## config.mk

```make
export PLATFORM = sky130hd
export DESIGN_NAME = waveform_readback_flat
export DESIGN_NICKNAME = d
export VERILOG_FILES = /design/src/rtl/waveform_readback_if.sv /design/src/rtl/waveform_readback.sv /design/src/flat_wrapper.sv
export SDC_FILE = /design/constraint.sdc
export NUM_CORES = 1
export LEC_CHECK = 0
export CAP_MARGIN = 40
export CORE_MARGIN = 5
export CORE_UTILIZATION = 47
export CTS_CLUSTER_DIAMETER = 50
export DETAILED_ROUTE_END_ITERATION = 10
export PLACE_DENSITY = 0.87
export SLEW_MARGIN = 15
export SYNTH_ARGS = -nofsm -noshare
export SYNTH_HDL_FRONTEND = slang
export SYNTH_SLANG_ARGS = --single-unit
```

## constraint.sdc

```tcl
create_clock -name clk -period 5.2 [get_ports clk]
set_input_delay 1.04 -clock clk [delete_from_list [all_inputs] [get_ports clk]]
set_output_delay 1.04 -clock clk [all_outputs]
set_load 0.05 [all_outputs]
```

## src/rtl/waveform_readback_if.sv

```systemverilog
// AXI4 read-address/read-data channels plus the downstream sample stream of waveform_readback.
// master = the read engine, slave = interconnect / readout side.
interface waveform_readback_if #(
   parameter int AXI_ADDR_WIDTH = 35,
   parameter int AXI_DATA_WIDTH = 128
);
   logic [AXI_ADDR_WIDTH-1:0] axi_ARADDR;
   logic [7:0]                axi_ARLEN;
   logic                      axi_ARVALID;
   logic                      axi_ARREADY;
   logic [AXI_DATA_WIDTH-1:0] axi_RDATA;
   logic [1:0]                axi_RRESP;
   logic                      axi_RLAST;
   logic                      axi_RVALID;
   logic                      axi_RREADY;
   logic [AXI_DATA_WIDTH-1:0] outData;
   logic                      outValid;
   logic                      outReady;
   logic                      outLast;

   modport master (
      output axi_ARADDR, axi_ARLEN, axi_ARVALID,
      input  axi_ARREADY,
      input  axi_RDATA, axi_RRESP, axi_RLAST, axi_RVALID,
      output axi_RREADY,
      output outData, outValid, outLast,
      input  outReady
   );

   modport slave (
      input  axi_ARADDR, axi_ARLEN, axi_ARVALID,
      output axi_ARREADY,
      output axi_RDATA, axi_RRESP, axi_RLAST, axi_RVALID,
      input  axi_RREADY,
      input  outData, outValid, outLast,
      output outReady
   );
endinterface

```

## src/rtl/waveform_readback.sv

```systemverilog
// AXI4 INCR read master replaying a stored acquisition as a sample stream; define WAVEFORM_READBACK_4K_SPLIT_EN to split bursts at 4 KiB.
// Latency: start->ARVALID 1 cycle, R beat->outValid 1 cycle, RLAST->next ARVALID 1 cycle; one burst outstanding.
// Backpressure: RREADY only while the one-entry output register is empty or draining.
module waveform_readback #(
   parameter int AXI_ADDR_WIDTH  = 35,
   parameter int AXI_DATA_WIDTH  = 128,
   parameter int MAX_BURST_BEATS = 16,
   parameter int COUNT_WIDTH     = 24
) (
   input  logic                      clk,
   input  logic                      reset,
   input  logic                      start,
   input  logic [AXI_ADDR_WIDTH-1:0] startAddress,
   input  logic [COUNT_WIDTH-1:0]    beatCount,
   output logic                      busy,
   output logic                      done,
   output logic                      rrespError,
   waveform_readback_if.master       bus
);
   localparam int BEAT_BYTES = AXI_DATA_WIDTH / 8;
   localparam int ADDR_LSB   = $clog2(BEAT_BYTES);
   localparam logic [AXI_ADDR_WIDTH-1:0] BEAT_MASK = AXI_ADDR_WIDTH'(BEAT_BYTES - 1);

   typedef enum logic [1:0] {IDLE, ADDR, DATA, FLUSH} state_t;
   state_t state_q, state_d;

   logic [AXI_ADDR_WIDTH-1:0] ar_addr_q, ar_addr_src;
   logic [7:0]                arlen_q;
   logic [COUNT_WIDTH-1:0]    rem_q, rem_src;
   logic [8:0]                cap, len_n, ar_beats;
   logic [AXI_DATA_WIDTH-1:0] out_data_q;
   logic                      out_valid_q, out_last_q;
   logic                      busy_q, done_q, rresp_err_q;
   logic                      arvalid, rready, ar_hs, r_hs;
   logic                      start_go, zero_go, reload, finish;

   // Next burst is sized from the start request in IDLE, otherwise from the running address/remaining.
   assign ar_addr_src = (state_q == IDLE) ? (startAddress & ~BEAT_MASK) : ar_addr_q;
   assign rem_src     = (state_q == IDLE) ? beatCount : rem_q;

`ifdef WAVEFORM_READBACK_4K_SPLIT_EN
   logic [12:0] to_bnd_beats;
   assign to_bnd_beats = (13'd4096 - {1'b0, ar_addr_src[11:0]}) >> ADDR_LSB;
   assign cap = (to_bnd_beats < 13'(MAX_BURST_BEATS)) ? 9'(to_bnd_beats) : 9'(MAX_BURST_BEATS);
`else
   assign cap = 9'(MAX_BURST_BEATS);
`endif

   assign len_n    = (rem_src < COUNT_WIDTH'(cap)) ? 9'(rem_src) : cap;
   assign ar_beats = {1'b0, arlen_q} + 9'd1;

   always_ff @(posedge clk) begin
      if (reset) state_q <= IDLE;
      else       state_q <= state_d;
   end

   always_comb begin
      state_d  = state_q;
      arvalid  = 1'b0;
      rready   = 1'b0;
      start_go = 1'b0;
      zero_go  = 1'b0;
      reload   = 1'b0;
      finish   = 1'b0;
      case (state_q)
         IDLE: begin
            if (start) begin
               if (beatCount != '0) begin
                  start_go = 1'b1;
                  state_d  = ADDR;
               end else begin
                  zero_go = 1'b1;
               end
            end
         end
         ADDR: begin
            arvalid = 1'b1;
            if (bus.axi_ARREADY) state_d = DATA;
         end
         DATA: begin
            rready = !out_valid_q || bus.outReady;
            if (rready && bus.axi_RVALID && bus.axi_RLAST) begin
               if (rem_q != '0) begin
                  reload  = 1'b1;
                  state_d = ADDR;
               end else begin
                  state_d = FLUSH;
               end
            end
         end
         FLUSH: begin
            if (out_valid_q && bus.outReady && out_last_q) begin
               finish  = 1'b1;
               state_d = IDLE;
            end
         end
         default: state_d = IDLE;
      endcase
   end

   assign ar_hs = arvalid && bus.axi_ARREADY;
   assign r_hs  = rready && bus.axi_RVALID;

   always_ff @(posedge clk) begin
      if (reset) begin
         ar_addr_q   <= '0;
         arlen_q     <= '0;
         rem_q       <= '0;
         out_data_q  <= '0;
         out_valid_q <= 1'b0;
         out_last_q  <= 1'b0;
         busy_q      <= 1'b0;
         done_q      <= 1'b0;
         rresp_err_q <= 1'b0;
      end else begin
         if (start_go || reload) begin
            ar_addr_q <= ar_addr_src;
            arlen_q   <= 8'(len_n - 9'd1);
         end
         if (start_go) begin
            rem_q  <= beatCount;
            busy_q <= 1'b1;
         end
         // ARADDR advances past the accepted burst; it is only observed while ARVALID is high.
         if (ar_hs) begin
            ar_addr_q <= ar_addr_q + (AXI_ADDR_WIDTH'(ar_beats) << ADDR_LSB);
            rem_q     <= rem_q - COUNT_WIDTH'(ar_beats);
         end
         if (r_hs) begin
            out_data_q  <= bus.axi_RDATA;
            out_valid_q <= 1'b1;
            out_last_q  <= bus.axi_RLAST && (rem_q == '0);
         end else if (out_valid_q && bus.outReady) begin
            out_valid_q <= 1'b0;
            out_last_q  <= 1'b0;
         end
         if (state_q == IDLE && start)             rresp_err_q <= 1'b0;
         else if (r_hs && bus.axi_RRESP != 2'b00)  rresp_err_q <= 1'b1;
         if (finish) busy_q <= 1'b0;
         done_q <= finish || zero_go;
      end
   end

   assign bus.axi_ARADDR  = ar_addr_q;
   assign bus.axi_ARLEN   = arlen_q;
   assign bus.axi_ARVALID = arvalid;
   assign bus.axi_RREADY  = rready;
   assign bus.outData     = out_data_q;
   assign bus.outValid    = out_valid_q;
   assign bus.outLast     = out_last_q;
   assign busy            = busy_q;
   assign done            = done_q;
   assign rrespError      = rresp_err_q;
endmodule
```

## src/flat_wrapper.sv

```systemverilog
// flat-port wrapper written by rule: the top's interface ports become plain ports
module waveform_readback_flat 
#(
   parameter int AXI_ADDR_WIDTH  = 35,
   parameter int AXI_DATA_WIDTH  = 128,
   parameter int MAX_BURST_BEATS = 16,
   parameter int COUNT_WIDTH     = 24
)
  (clk, reset, start, startAddress, beatCount, busy, done, rrespError, bus_axi_ARADDR, bus_axi_ARLEN, bus_axi_ARVALID, bus_axi_ARREADY, bus_axi_RDATA, bus_axi_RRESP, bus_axi_RLAST, bus_axi_RVALID, bus_axi_RREADY, bus_outData, bus_outValid, bus_outLast, bus_outReady);
  waveform_readback_if #(.AXI_ADDR_WIDTH(AXI_ADDR_WIDTH), .AXI_DATA_WIDTH(AXI_DATA_WIDTH)) bus_i ();
  input  logic clk;
  input  logic reset;
  input  logic start;
  input  logic [AXI_ADDR_WIDTH-1:0] startAddress;
  input  logic [COUNT_WIDTH-1:0] beatCount;
  output logic busy;
  output logic done;
  output logic rrespError;
  output wire logic [$bits(bus_i.axi_ARADDR)-1:0] bus_axi_ARADDR;
  output wire logic [$bits(bus_i.axi_ARLEN)-1:0] bus_axi_ARLEN;
  output wire logic [$bits(bus_i.axi_ARVALID)-1:0] bus_axi_ARVALID;
  input wire logic [$bits(bus_i.axi_ARREADY)-1:0] bus_axi_ARREADY;
  input wire logic [$bits(bus_i.axi_RDATA)-1:0] bus_axi_RDATA;
  input wire logic [$bits(bus_i.axi_RRESP)-1:0] bus_axi_RRESP;
  input wire logic [$bits(bus_i.axi_RLAST)-1:0] bus_axi_RLAST;
  input wire logic [$bits(bus_i.axi_RVALID)-1:0] bus_axi_RVALID;
  output wire logic [$bits(bus_i.axi_RREADY)-1:0] bus_axi_RREADY;
  output wire logic [$bits(bus_i.outData)-1:0] bus_outData;
  output wire logic [$bits(bus_i.outValid)-1:0] bus_outValid;
  output wire logic [$bits(bus_i.outLast)-1:0] bus_outLast;
  input wire logic [$bits(bus_i.outReady)-1:0] bus_outReady;
  assign bus_axi_ARADDR = bus_i.axi_ARADDR;
  assign bus_axi_ARLEN = bus_i.axi_ARLEN;
  assign bus_axi_ARVALID = bus_i.axi_ARVALID;
  assign bus_i.axi_ARREADY = bus_axi_ARREADY;
  assign bus_i.axi_RDATA = bus_axi_RDATA;
  assign bus_i.axi_RRESP = bus_axi_RRESP;
  assign bus_i.axi_RLAST = bus_axi_RLAST;
  assign bus_i.axi_RVALID = bus_axi_RVALID;
  assign bus_axi_RREADY = bus_i.axi_RREADY;
  assign bus_outData = bus_i.outData;
  assign bus_outValid = bus_i.outValid;
  assign bus_outLast = bus_i.outLast;
  assign bus_i.outReady = bus_outReady;
  waveform_readback #(.AXI_ADDR_WIDTH(AXI_ADDR_WIDTH), .AXI_DATA_WIDTH(AXI_DATA_WIDTH), .MAX_BURST_BEATS(MAX_BURST_BEATS), .COUNT_WIDTH(COUNT_WIDTH)) u_core (.clk(clk), .reset(reset), .start(start), .startAddress(startAddress), .beatCount(beatCount), .busy(busy), .done(done), .rrespError(rrespError), .bus(bus_i));
endmodule
```

==> metrics.txt, run 1 <==
Hold Crit Depth 2; Total Wirelength ~32,000 um; I/O pins around 370; layout cells sized above 1 0.0463; most frequent CP cell clkdlybuf4s50_1; largest incremental delay on the critical path slightly below 0.9 ns; Synthesis Warnings 0; H-tree depth 4; Tmin final about 3.9 ns; largest net degree at the start of global routing 75; Critical Path RT around 4.2 ns; clock sink total 198; Final Slew Violations 0; Avg Synthesized Cell Area 7.83 um2; Core Footprint approximately 0.019 mm2; CTS Hold Bufs 0; first-pass GRT wire length 49,700 um; CP max stage cell clkdlybuf4s50_1; DIE HEIGHT around 150 um; Clock Path Buffers 2; Setup CP Type in -> out; most frequent cells in the layout clkdlybuf4s50_1 (364), nand2_1 (313), dfxtp_1 (198); post-layout util 0.715; gpl congestion approximately 0.93; post-CTS sizing 0; skew final between 0.02 and 0.025 ns; vias 9,707; post-DP HPWL 23,800 um; asr flop ratio synth 0; insertion delay to the later sink of the worst-skew pair 0.45 ns; CP Launch Type primary input; Starting Density 0.481; aggregate global-route resource usage 0.280; VDD IR max roughly 0.25 mV; vias in the first global route 9,470; Final Cycle Share 0.755; Port Buf Inserts about 370; Critical Path Stages 4; CTS buffer count 17; post-synth cell types 74; vias per cell about 5.5; Iter 0 DRT Violations about 600; leakage 4.68 nW; setup TNS 0 ns; drc violations 0; routed len/inst 18.5 um; #FFs+latches synth 198; relative slew slack 0.368; Nets 1,695; WP buf/inv 2; Site Rows 50; CTS tree yes; Final Power 0.00400 W; worst-path fanout max 4; area grow syn2layout 48.7%; fmax 0.255 GHz; most common cell after layout, fill and taps aside clkdlybuf4s50_1; P per Cell Area 297 mW/mm2; status complete, no violations; CTS root buffer clkbuf_16; ANT nets after route 0; sequential fraction of the synthesis area 0.438; Main synth FF type dfxtp_1; worst-margin pin slew 0.940 ns; Post CTS Setup Buffer Count 0; Worst path top cell family by delay buffers and inverters; drt first pass iters 5; EDFF count, synth 0; RSZ-0062 raised after global routing false; Final Hold Vio Count 0; r2r worst-path depth 11; total of max-cap violations 0; width of the die 149 um; Gate Count Post-Synth 1,157; Worst Hold Class reg -> reg; Critical Path, Cell by Cell clkdlybuf4s50_1 > nand2b_1 > and3_1 > clkdlybuf4s50_1; Worst Hold Slack around 0.46 ns; initial antenna violation count 2; CP arrival between 2 and 3 ns; Clk pin slew, worst setup/hold paths roughly 0.070 ns; Die ar. 0.0221 mm2; final setup fails 0; GR Overflow Total 0; synthesized area 0.00906 mm2; crit path capture type primary output
==> cell usage after synthesis (7+ instances only) <==
cell type    n  area (um2)
buf_2       11        55.1
nand4_1      7        43.8
nor4_1      12        75.1
a211oi_1    10        75.1
nand3_1     27         135
ha_1        20         250
xnor2_1      7        61.3
a31oi_1     29         181
a21o_1       7        52.6
nor2_1      58         218
inv_1       18        67.6
dfxtp_1    198        3960
nor3_1      18        90.1
o211ai_1    14         105
clkbuf_1    57         214
and3_1      12        75.1
a21oi_1    169         846
o21ai_0     19        95.1
or3_1       13        81.3
xor2_1      12         105
nand2_1    314        1180
==> layout make-up <==
| cell class | instances | area [um2] |
|---|---|---|
| Clock inverter | 14 | 183 |
| Clock buffer | 18 | 429 |
| Timing Repair Buffer | 376 | 3760 |
| Antenna cell | 2 | 5.00 |
| Inverter | 18 | 67.6 |
| Fill cell | 1475 | 5370 |
| Sequential cell | 198 | 3960 |
| Multi-Input combinational cell | 866 | 4730 |
| Tap cell | 260 | 325 |
==> registers in the layout (all words and copies together) (netlist names) <==
name,cells
u_core.bus.outValid,1
u_core.bus.axi_ARLEN,8
u_core.rrespError,1
u_core.bus.axi_ARADDR,31
u_core.rem_q,24
u_core.done,1
u_core.state_q,2
u_core.bus.outLast,1
u_core.busy,1
u_core.bus.outData,128
==> stage by stage <==
step / cells / worst slack [ns] / area [um2]
5_1_grt: 1752 / 1.21 / 13500
4_1_cts: 1750 / 1.28 / 13500
3_3_place_gp: 1717 / 1.28 / 12800
3_5_place_dp: 1718 / 1.24 / 12800
2_1_floorplan: 1160 / 2.01 / 9070
6_report: 1752 / 1.27 / 13500
==> worst min-delay path, delay by kind of cell, from the launching register on <==
| kind | cells | cell delay, ns |
|---|---|---|
| AOI/OAI and AO/OA | 1 | 0.05 |
| DFF | 1 | 0.31 |
| and+or+nand+nor | 1 | 0.05 |
==> where the power goes <==
| group | internal, W | switching [W] | leakage [nW] | total (W) |
|---|---|---|---|---|
| clock | 0.000697 | 0.000676 | 0.294 | 0.00137 |
| sequential | 0.00159 | 0.0000767 | 1.61 | 0.00166 |
| combinational | 0.000399 | 0.000568 | 2.78 | 0.000967 |
==> layer usage <==
| layer | global-route usage | part of all wire | vias up |
|---|---|---|---|
| met5 | 0 | 0 | - |
| met4 | 0.109 | 0.036 | 0 |
| met3 | 0.0948 | 0.093 | 66 |
| met2 | 0.490 | 0.51 | 429 |
| met1 | 0.316 | 0.36 | 4532 |
| li1 | - | - | 4680 |
==> kinds of logic (layout without fill, tap and decap cells) <==
logic type,count (synthesis),after routing,share of synthesized area
AO/OA/AOI/OAI,312,312,0.214
XOR/XNOR,19,19,0.0184
adder cells (fa/ha/maj),22,22,0.0321
buffers and inverters,96,426,0.0438
flip-flops,198,198,0.438
multiplexers,5,5,0.00566
other,1,6,0.000414
AND/OR/NAND/NOR,504,504,0.248
==> final timing paths <==
check | slack, ns | from | end
worst max-delay path | 1.27 | bus_outReady | bus_axi_RREADY
worst min-delay path | 0.46 | u_core.bus.outData[92]$_SDFFE_PP0P_ | u_core.bus.outData[92]$_SDFFE_PP0P_
worst max register to register | 1.79 | u_core.bus.axi_ARLEN[0]$_SDFFE_PP0P_ | u_core.bus.axi_ARADDR[27]$_SDFFE_PP0P_
worst min register to register | 0.46 | u_core.bus.outData[92]$_SDFFE_PP0P_ | u_core.bus.outData[92]$_SDFFE_PP0P_
Power figures use the tool's default switching activity.
==> run 2, diff against run 1 <==
CORE_UTILIZATION = 39   (was 47)
PLACE_DENSITY = 0.77   (was 0.87)
clock period = 3.2 ns   (was 5.2 ns; I/O delays follow)
==> run 2 against run 1 <==
  * Highest routed layer unchanged
  * Critical path type is now reg -> reg
  * Worst setup slack lost 1.1 ns
  * Core utilization shrank 11 points
  * Register-to-register slack lost 1.7 ns
  * Via count shrank 0.44%
==> metrics.txt, run 2 (same netlist as run 1, synthesis figures left out) <==
Clock Path Buffers 2; Multi-input gate area roughly 0.0048 mm2; gpl congestion 0.925; insertion delay to the later sink of the worst-skew pair 0.44 ns; Final Cycle Share 0.957; GR Overflow Total 0; Core Footprint 0.0228 mm2; final setup fails 0; drc violations 0; Hold Path Sink u_core.bus.outData[42]$_SDFFE_PP0P_; most common cell after layout, fill and taps aside clkdlybuf4s50_1; post-DP HPWL ~24,000 um; Die ar. 0.0264 mm2; design area 0.0137 mm2; Worst R2R End u_core.rem_q[16]$_SDFFE_PP0P_; status complete, no violations; FF-to-FF setup slack between 0.1 and 0.15 ns; total of max-cap violations 0; CTS root buffer clkbuf_16; Worst Hold Class reg -> reg; CTS tree yes; ANT cells 0; DIE HEIGHT 162 um; filler cell count around 2,000; Port Buf Inserts 365; Final Slew Violations 0; routed len/inst between 15 and 20 um; largest net degree at the start of global routing approximately 130; Hold Startpoint u_core.bus.outData[42]$_SDFFE_PP0P_; Setup CP Type reg -> reg; Final Hold Vio Count 0; Starting Density 0.398; first-pass GRT wire length 50,300 um; CP arrival 3.41 ns; clock sink total 198; most frequent cells in the layout clkdlybuf4s50_1 (363), nand2_1 (313), dfxtp_1 (196); skew final 0.0185 ns; Final Non-Filler Cells 1,821; placed cell area 0.0131 mm2; drt first pass iters 5; vias per cell 5.31; Reg-to-Reg Start u_core.bus.axi_ARLEN[1]$_SDFFE_PP0P_; r2r worst-path depth 11; fmax 0.326 GHz; Final Power between 0.006 and 0.007 W; ANT nets after route 0; I/O pins 374; CP Launch Type flop; vias 9,664; Site Rows 55; Hold Crit Depth 2; Clk pin slew, worst setup/hold paths 0.08 ns; Register Area 0.00397 mm2; relative slew slack 0.446; initial antenna violation count 0; CTS Hold Bufs 0; crit path capture type flop; worst-margin pin slew 0.832 ns; area grow syn2layout 51.8%; aggregate global-route resource usage 0.238; CTS buffer count 17; layout cells sized above 1 0.0650; Total Wirelength 32,900 um; worst-path fanout max 5; Critical Path RT about 3.6 ns; Setup WS pre-CTS -0.0513 ns; width of the die about 160 um; final worst slack 0.136 ns; max reg flops 128; Iter 0 DRT Violations 521; Tmin final 3.06 ns; placed cells 1,786; H-tree depth 4; Nets ~1,700; leakage 4.79 nW; VDD IR max about 0.27 mV; vias in the first global route 9,253; P per Cell Area 477 mW/mm2
## run 2: final cells by class
class,instances,area share
multi-input combinational,866,0.347
sequential,198,0.288
timing repair buffer,394,0.287
clock buffer,17,0.0309
tap,313,0.0285
clock inverter,15,0.0137
inverter,18,0.00491
## run 2: repair_timing
| item | CTS | global route |
|---|---|---|
| pin swaps | 0 | 3 |
| cloned | 0 | 0 |
| resized for setup | 4 | 6 |
| endpoints found under the setup margin | 7 | 17 |
| setup buffers | 0 | 3 |
## run 2: layer usage
layer	up-vias	part of all wire	GRT usage	wire, um
met3	60	0.082	0.0754	2680
li1	4711	-	-	-
met4	0	0.026	0.0757	861
met2	368	0.50	0.412	16500
met5	-	0	0	0
met1	4525	0.39	0.280	12900
## run 2: power breakdown
part | switching, W | internal [W] | leakage (nW) | total [W]
sequential | 0.000120 | 0.00258 | 1.61 | 0.00270
clock | 0.00116 | 0.00108 | 0.299 | 0.00224
combinational | 0.000928 | 0.000691 | 2.88 | 0.00162
## run 2: worst max-delay path, stage by stage (launching register included)
cell	delay [ns]
dfxtp_2	0.37
ha_1	0.19
nand3_1	0.13
xnor2_1	0.34
inv_1	0.12
ha_1	0.36
o21a_1	0.13
o31a_1	0.17
o311ai_4	0.32
nand3b_1	0.22
or4_1	0.45
a31oi_1	0.17
## run 2: worst max-delay path by stage
| stage | from | to | slack [ns] | depth (start not counted) |
|---|---|---|---|---|
| 5_1_grt | u_core.bus.axi_ARLEN[2]$_SDFFE_PP0P_ | u_core.rem_q[16]$_SDFFE_PP0P_ | -0.02 | 10 |
| 4_1_cts | u_core.bus.axi_ARLEN[1]$_SDFFE_PP0P_ | u_core.rem_q[16]$_SDFFE_PP0P_ | -0.01 | 11 |
| 3_3_place_gp | u_core.bus.axi_ARLEN[1]$_SDFFE_PP0P_ | u_core.bus.axi_ARADDR[30]$_SDFFE_PP0P_ | 0.13 | 12 |
| 6_report | u_core.bus.axi_ARLEN[1]$_SDFFE_PP0P_ | u_core.rem_q[16]$_SDFFE_PP0P_ | 0.14 | 11 |
| 3_5_place_dp | u_core.bus.axi_ARLEN[1]$_SDFFE_PP0P_ | u_core.bus.axi_ARADDR[27]$_SDFFE_PP0P_ | -0.05 | 11 |
| 2_1_floorplan | u_core.bus.axi_ARLEN[0]$_SDFFE_PP0P_ | u_core.rem_q[21]$_SDFFE_PP0P_ | 0.01 | 12 |
## run 2: through the flow
stage | hold slack, ns | utilization | setup TNS (ns)
after floorplan | 0.461 | - | 0
after global placement | 0.441 | 0.574 | 0
after detailed placement | 0.446 | 0.574 | -0.0953
after CTS | 0.456 | 0.602 | -0.0148
after global routing | 0.477 | 0.604 | -0.0261
final | 0.456 | 0.604 | 0
